<file path="src/rtl/seq_squarer_pkg.sv">
// Shared types and a reference square function for the sequential squarer.
package seq_squarer_pkg;

    // Controller states: waiting for an operand, accumulating partial
    // products one bit per clock, and holding a finished result.
    typedef enum logic [1:0] {
        IDLE = 2'd0,
        CALC = 2'd1,
        DONE = 2'd2
    } sq_state_t;

    // Reference square of the low 'width' bits of 'value'. With is_signed
    // set, the operand is two's complement and its magnitude is squared, so
    // the result is always the non-negative square in 2*width bits.
    function automatic logic [63:0] sq_ref(input logic [31:0] value,
                                           input int width,
                                           input bit is_signed);
        logic [63:0] lim;
        logic [63:0] m;
        lim = 64'd1 << width;
        m   = {32'd0, value} & (lim - 64'd1);
        if (is_signed && (((m >> (width - 1)) & 64'd1) != 64'd0)) begin
            m = lim - m;
        end
        return m * m;
    endfunction

endpackage

</file>
<file path="src/rtl/seq_squarer_abs_unit.sv">
// Magnitude stage on the operand capture path: conditionally negates a
// two's-complement operand so the datapath only ever squares an unsigned
// value. The most negative operand wraps onto its own bit pattern, which
// read as unsigned is exactly its magnitude.
module sq_abs_unit #(
    parameter int WIDTH  = 8,
    parameter int SIGNED = 0
) (
    input  logic [WIDTH-1:0] a,
    output logic [WIDTH-1:0] mag
);

    localparam bit IS_SIGNED = (SIGNED != 0);

    logic neg;

    // Negate only when the operand is signed and its sign bit is set.
    always_comb begin
        neg = IS_SIGNED & a[WIDTH-1];
        mag = neg ? (~a + 1'b1) : a;
    end

endmodule

</file>
<file path="src/rtl/seq_squarer.sv">
// Multi-cycle squarer: p = a*a using a radix-2 shift-add datapath that
// consumes one operand bit per clock. One 2*WIDTH adder is shared by all
// bit positions, so latency grows with WIDTH while the datapath does not.
//
// Handshake: a transfer happens on a rising clock edge where both valid and
// ready are high. The producer holds in_valid and a stable until that edge;
// in_ready does not wait for in_valid. The block holds out_valid and p
// stable until the consumer's out_ready completes the transfer.
module seq_squarer (
    clk,
    rst,
    in_valid,
    in_ready,
    a,
    out_valid,
    out_ready,
    p
);
    import seq_squarer_pkg::*;

    parameter int WIDTH  = 8;
    parameter int SIGNED = 0;

    localparam int CNT_W = $clog2(WIDTH) + 1;
    localparam int PW    = 2 * WIDTH;
    localparam logic [CNT_W-1:0] LAST = CNT_W'(WIDTH - 1);

    input  logic             clk;
    input  logic             rst;
    input  logic             in_valid;
    output logic             in_ready;
    input  logic [WIDTH-1:0] a;
    output logic             out_valid;
    input  logic             out_ready;
    output logic [PW-1:0]    p;

    sq_state_t         state;
    logic [WIDTH-1:0]  mag;
    logic [WIDTH-1:0]  mag_in;
    logic [PW-1:0]     acc;
    logic [CNT_W-1:0]  cnt;

    logic              take;
    logic [WIDTH-1:0]  mag_sh;
    logic              bit_now;
    logic [PW-1:0]     addend;
    logic [PW-1:0]     acc_sum;

    // Magnitude of the incoming operand, captured only on the handshake.
    sq_abs_unit #(
        .WIDTH  (WIDTH),
        .SIGNED (SIGNED)
    ) u_abs (
        .a   (a),
        .mag (mag_in)
    );

    // Ready when idle, or when the held result leaves this same cycle so a
    // new operand can follow it without a bubble.
    always_comb begin
        in_ready = (state == IDLE) | ((state == DONE) & out_ready);
        take     = in_valid & in_ready;
    end

    // Partial product for the current bit: the magnitude shifted to the bit
    // position, added only when that multiplier bit is set.
    always_comb begin
        mag_sh  = mag >> cnt;
        bit_now = mag_sh[0];
        addend  = {{WIDTH{1'b0}}, mag} << cnt;
        acc_sum = bit_now ? (acc + addend) : acc;
    end

    // Controller and datapath registers; the result is registered on the
    // last accumulation step so p is stable for the whole DONE phase.
    always_ff @(posedge clk or posedge rst) begin
        if (rst) begin
            state     <= IDLE;
            mag       <= '0;
            acc       <= '0;
            cnt       <= '0;
            p         <= '0;
            out_valid <= 1'b0;
        end else begin
            case (state)
                IDLE: begin
                    if (take) begin
                        mag   <= mag_in;
                        acc   <= '0;
                        cnt   <= '0;
                        state <= CALC;
                    end
                end
                CALC: begin
                    acc <= acc_sum;
                    cnt <= cnt + 1'b1;
                    if (cnt == LAST) begin
                        p         <= acc_sum;
                        out_valid <= 1'b1;
                        state     <= DONE;
                    end
                end
                DONE: begin
                    if (out_ready) begin
                        out_valid <= 1'b0;
                        if (in_valid) begin
                            mag   <= mag_in;
                            acc   <= '0;
                            cnt   <= '0;
                            state <= CALC;
                        end else begin
                            state <= IDLE;
                        end
                    end
                end
                default: begin
                    state     <= IDLE;
                    out_valid <= 1'b0;
                end
            endcase
        end
    end

endmodule

</file>
<file path="config.mk">
export PLATFORM = sky130hd
export DESIGN_NAME = seq_squarer
export DESIGN_NICKNAME = d
export VERILOG_FILES = /design/src/rtl/seq_squarer_pkg.sv /design/src/rtl/seq_squarer_abs_unit.sv /design/src/rtl/seq_squarer.sv
export SDC_FILE = /design/constraint.sdc
export NUM_CORES = 1
export LEC_CHECK = 0
export BUFFER_PORTS_ARGS = -buffer_cell sky130_fd_sc_hd__buf_2
export CAP_MARGIN = 10
export CORE_ASPECT_RATIO = 0.7
export CORE_UTILIZATION = 60
export DETAILED_ROUTE_END_ITERATION = 8
export PLACE_DENSITY = 0.81
export SETUP_SLACK_MARGIN = 0.4
export SLEW_MARGIN = 40
export SYNTH_ARGS = -nofsm -noshare
export SYNTH_HDL_FRONTEND = slang
export SYNTH_SLANG_ARGS = --single-unit
</file>
<file path="constraint.sdc">
create_clock -name clk -period 4 [get_ports clk]
set_clock_uncertainty 0.05 [all_clocks]
set_input_delay 0.8 -clock clk [delete_from_list [all_inputs] [get_ports clk]]
set_output_delay 0.8 -clock clk [all_outputs]
set_load 0.03 [all_outputs]
</file>
* Word-level counts from Yosys, hierarchy flattened
Cells that the tools add are included.
** Word-level totals
- Register bits after elaboration :: 47
- Input bits :: 12
- Output and inout bits :: 18
- Logic and storage cells :: 50
** Cells by class
- Add/sub/neg operators :: 2
- Eq/ne operators :: 7
- Shift operators :: 2
- Multiplexer cells :: 21
- Bitwise logic cells :: 4
- Reductions and logical operators :: 8
** Operators with widths (number)
- 2-to-1 mux 16 bit :: 4
- one-hot mux 16 bit (3 select lines) :: 1
- 2-to-1 mux 8 bit :: 3
- adder 16 bit :: 1
- one-hot mux 8 bit (2 select lines) :: 1
- left shift 8 x 4 -> 16 bit :: 1
- 2-to-1 mux 4 bit :: 3
- one-hot mux 4 bit (3 select lines) :: 1
- != test 2 bit (second input constant) :: 4
- AND reduction 4 bit :: 2
- >> shifter 8 x 4 -> 1 bit :: 1
- 2-to-1 mux 2 bit :: 3
- one-hot mux 2 bit (3 select lines) :: 1
- AND reduction 3 bit :: 2
- adder 4 x 1 -> 4 bit (second input constant) :: 1
- == test 4 x 3 -> 1 bit (second input constant) :: 1
- 2-to-1 mux 1 bit :: 3
- one-hot mux 1 bit (3 select lines) :: 1
- nonzero test 3 bit :: 1
- bitwise AND 1 bit :: 2
- == test 2 x 1 -> 1 bit (second input constant) :: 1
- == test 2 bit (second input constant) :: 1
- zero test 2 bit :: 1
- AND reduction 2 bit :: 1
- 3 further kinds :: 3

* Logic depth before layout (Yosys ltp)
- Depth in word-level cells :: 6
- Depth in mapped cells :: 14

* Modules after synthesis
From an unflattened synthesis, not the netlist that was laid out.
** Unflattened totals
- Cells, all modules :: 372
- Area total of the unflattened synthesis :: 3304.4 µm²
** By module, submodules not included
- seq_squarer :: times used 1, cells each 364, area an instance 3244.4 µm², sequential area each 1176.1 µm²
- sq_abs_unit :: times used 1, cells each 8, area an instance 60.1 µm², sequential area each 0.0 µm²

* Worst setup path after synthesis
OpenSTA, ideal clock, no wires.
- Kind :: register to register
- Start :: reg cnt[0]
- End :: reg acc[13]
- Library setup time :: 0.122 ns
- Arrival time :: 2.890 ns
- Slack :: 0.939 ns
- Stages on the path, launching flop included :: 14
- Period minus slack after synthesis :: 3.061 ns
- Cell sequence :: dfrtp_1 > buf_4 > buf_2 > mux2i_1 > nand2_1 > o21ai_0 > o21ai_0 > and2_1 > ha_1 > a21o_1 > o21bai_2 > o211a_1 > or3_1 > a32o_1
** Between the ends
- Longest elaborated chain between the ends :: 4
- Elaborated cells on any way between the ends :: 5
- Classes of those cells :: add/sub: 1; shift: 2; mux: 2
** Ends and longest elaborated chain
- start: declaration :: line seq_squarer.sv:41 : logic [CNT_W-1:0] cnt;
- start signal: assignment :: line seq_squarer.sv:96 : cnt <= cnt + 1'b1;
- left shift 8 x 4 -> 16 bit :: line seq_squarer.sv:70 : addend = {{WIDTH{1'b0}}, mag} << cnt;
- adder 16 bit :: line seq_squarer.sv:71 : acc_sum = bit_now ? (acc + addend) : acc;
- 2-to-1 mux 16 bit * :: line seq_squarer.sv:71
- one-hot mux 16 bit (3 select lines) * :: line seq_squarer.sv:85 : case (state)
- end signal: assignment :: line seq_squarer.sv:95 : acc <= acc_sum;
- end: declaration :: line seq_squarer.sv:40 : logic [PW-1:0] acc;
Mark *: on every way between the ends. The rest lies on a longest branch, timed or not.
A chain may end at the register's enable or synchronous reset.

* Worst setup path after layout
- Start :: reg cnt[0]
- End :: reg p[11]
** Between the ends
- Longest elaborated chain between the ends :: 3
- Elaborated cells on any way between the ends :: 6
- Classes of those cells :: add/sub: 1; eq/ne: 1; shift: 2; mux: 1; reduce/logical: 1
** Ends and longest elaborated chain
- left shift 8 x 4 -> 16 bit :: line seq_squarer.sv:70
- adder 16 bit :: line seq_squarer.sv:71
- 2-to-1 mux 16 bit :: line seq_squarer.sv:71
- end signal: assignment :: line seq_squarer.sv:98 : p <= acc_sum;
- end: declaration :: line seq_squarer.sv:35 : output logic [PW-1:0] p;
Several ways; a longest one is shown, not always the timed one.

==> summary.txt <==
Drt
  • Wirelength, routed: about 7900 microns
  • Drt pass-1 iters: 5
  • ANT nets after route: 0
  • Drt drc: 0
  • Via density: 6.515
  • Initial detailed-routing violation count: 200
  • Via count: 2821
  • WL/cell: between 15 and 20 microns

Yosys
  • Syn nets: ~380
  • Sequential fraction of the synthesis area: 37.15%
  • Yosys warnings: 0
  • Top FF cell, synth: dfrtp_1
  • Avg Synthesized Cell Area: just over 9 sq um
  • Yosys cell types: 56
  • Asr flop ratio synth: 100.0%
  • Syn Inst Count: between 300 and 400
  • Number of flops mapped to enable cells by yosys: 0
  • Post-synthesis register bit count: 47
  • Mapped Area: roughly 3200 sq um

GRT
  • GRT busiest layer: met1
  • Vias in the first global route: 2699
  • GRT overflow: 0
  • First-pass GRT wire length: about 14000 microns
  • Total GRT Usage: approximately a third
  • Largest net degree at the start of global routing: 48
  • Met1 GRT Util: between 50% and 60%
  • Global-route met2 utilization: between 40% and 50%
  • Initial antenna violation count: 0
  • Met3 Usage GRT: slightly below 8%

Clock tree
  • CTS buffer count: 5
  • CTS H-tree depth: 2
  • Clock sinks: 47
  • Postcts setup bufs: 0
  • Worst-path clk slew: 0.09 ns
  • Root Buffer: clkbuf_8
  • CTS tree: yes
  • Hold_buf cts: 0
  • Clock Latency Late Sink: between 0.3 and 0.4 ns
  • Max Root-Sink Buffers: 2

Die
  • Die Y-Extent: 62.77 microns
  • Die area: 5575 sq um
  • Rows: 21
  • I/O pin count: 30
  • Starting density of the core: 64.43%
  • Die X: between 80 and 90 microns
  • Core area: between 4000 and 5000 sq um

Place
  • Routability cong.: roughly 0.97
  • Port Buffers: 29
  • Final HPWL DP: between 5000 and 6000 microns
  • Placed cells: approximately 430

Layout
  • Register Area: between 1000 and 1500 sq um
  • Final Instance Count excl. Fillers: ~430
  • Multi-input logic area: around 1900 sq um
  • Area Overhead vs Synth: 7.945%
  • Ant diodes: 0
  • Fillers: 417
  • Fraction of layout cells with a size suffix above 1: about 18%
  • Nets: about 390

Timing
  • Slew HR: between 40% and 50%
  • Period minus WS final: approximately 3.5 ns
  • Unrepaired setup endpoints after global routing: no
  • Tightest Pin Transition: 0.7862 ns
  • Setup TNS: 0 ns
  • WHS: 0.4283 ns
  • Tcrit/Tclk final: between 80% and 90%
  • Fmax achieved: between 200 and 300 MHz
  • Final Hold Violating Endpoints: 0
  • Max-slew violation count: 0
  • Final setup fails: 0

Hold path
  • Worst hold path type: reg2reg
  • End of the worst hold path: p[5]
  • WHS Path Cells: 2
  • HP Start: p[5]

Setup path
  • WP data arrival: around 3.6 ns
  • WP data required: 4.14 ns
  • CP peak stage delay: between 0.5 and 0.6 ns
  • Crit path kind: reg2reg
  • Reg-to-Reg End: p[11]
  • Worst R2R Setup Slack: 0.55 ns
  • Worst r2r path cells: 12
  • Max FO, Critical Path: 19
  • CP endpoint kind: flop
  • Critical Path Start Type: flop
  • Slowest cell on the critical path: dfrtp_4
  • Crit-path cells: nand2b_1 -> mux2i_1 -> nand2_1 -> o21ai_0 -> and2_1 -> ha_1 -> a21o_1 -> o21a_1 -> o211a_1 -> or3_1 -> a31oi_1 -> o21ai_1
  • R2r startpoint: cnt[0]

Job
  • Max_cap viols: 0

Outcome
  • Status: finished, final reports clean
[what timing repair did]
action                     4_1_cts  5_1_grt
setup endpoints to repair        1        3
resized for setup                1        2
cloned                           0        0
[critical path: cells and delay by family, from the launching register on]
kind	cells	cell delay, ns
AND/OR/NAND/NOR	4	0.84
adder cells (fa/ha/maj)	1	0.27
flip-flops	1	0.59
AO/OA/AOI/OAI	6	1.26
multiplexers	1	0.33
[flip-flops by register name, indices dropped and copies added, names as in the netlist]
register   count
state          2
p             16
acc           16
out_valid      1
mag            8
cnt            4
[per-stage QoR]
step | area [sq um] | utilization [%] | setup WS (ns)
finish | 3417 | 69.54 | 0.5479
detailed placement | 3304 | 67.25 | 0.4042
global placement | 3302 | 67.20 | 0.5552
CTS | 3405 | 69.29 | 0.5890
floorplan | 3166 | - | 0.9385
global route | 3417 | 69.54 | 0.4456
[cells in the mapped netlist (all sizes together) (6+ instances only)]
cell     n  area, sq um
clkbuf  11        41.29
nand4    6        37.54
and2     7        46.30
a21o     7        52.55
buf     10        68.81
nand3   11        55.05
nand2   41        153.9
a31oi    8        50.05
mux2    12        135.1
nor2    18        70.07
a21oi   25        132.6
a22o    13        113.9
ha      16        200.2
o21ai   26        130.1
mux2i   10        100.1
dfrtp   47         1176
[cell type report]
class,count,area share [%]
clock buffers,6,2.417
clock inverters,2,0.4760
inverters,5,0.6225
multi-input cells,273,54.74
flip-flops and latches,47,34.53
well taps,69,2.527
repair buffers,31,4.687
[cells by family (layout without fill, tap and decap cells)]
group | after synthesis | in the layout | synth area share (%)
buf+inv | 26 | 44 | 4.071
compound gates | 114 | 114 | 24.43
mux | 22 | 22 | 7.431
simple gates | 110 | 110 | 17.19
flops | 47 | 47 | 37.15
xor+xnor | 10 | 10 | 2.767
fa+ha+maj | 17 | 17 | 6.956
[cells in the final DEF, fill, tap and decap left out, drive strengths merged, types with 4 or more instances in the layout]
master / count
xor2: 5
nand3: 11
mux2: 12
clkbuf: 6
and2: 7
buf: 31
ha: 16
mux2i: 10
nand2b: 5
dfrtp: 47
o21ai: 26
a21o: 7
a31oi: 8
inv: 5
nor2: 18
nand2: 41
a22o: 13
and3: 5
o21a: 4
nand4: 6
o22ai: 5
xnor2: 5
a21oi: 25
[routing by layer]
| layer | part of all wire, % | vias to the layer above |
|---|---|---|
| met5 | 0 | - |
| met4 | 1.0 | 0 |
| met3 | 9.7 | 11 |
| met2 | 41 | 145 |
| met1 | 48 | 1351 |
| li1 | - | 1314 |
[how the worst max path moves through the flow]
stage                start      end  slack (ns)  cells past startpoint
floorplan           cnt[0]  acc[13]        0.94                     13
global placement    cnt[0]    p[15]        0.56                     12
detailed placement  cnt[0]    p[11]        0.40                     12
CTS                 cnt[0]    p[15]        0.59                     12
global route        cnt[0]  acc[10]        0.45                     12
finish              cnt[0]    p[11]        0.55                     12
Power is not shown: default switching activity piles up to over one toggle a cycle in this logic, so the estimate is an artifact.
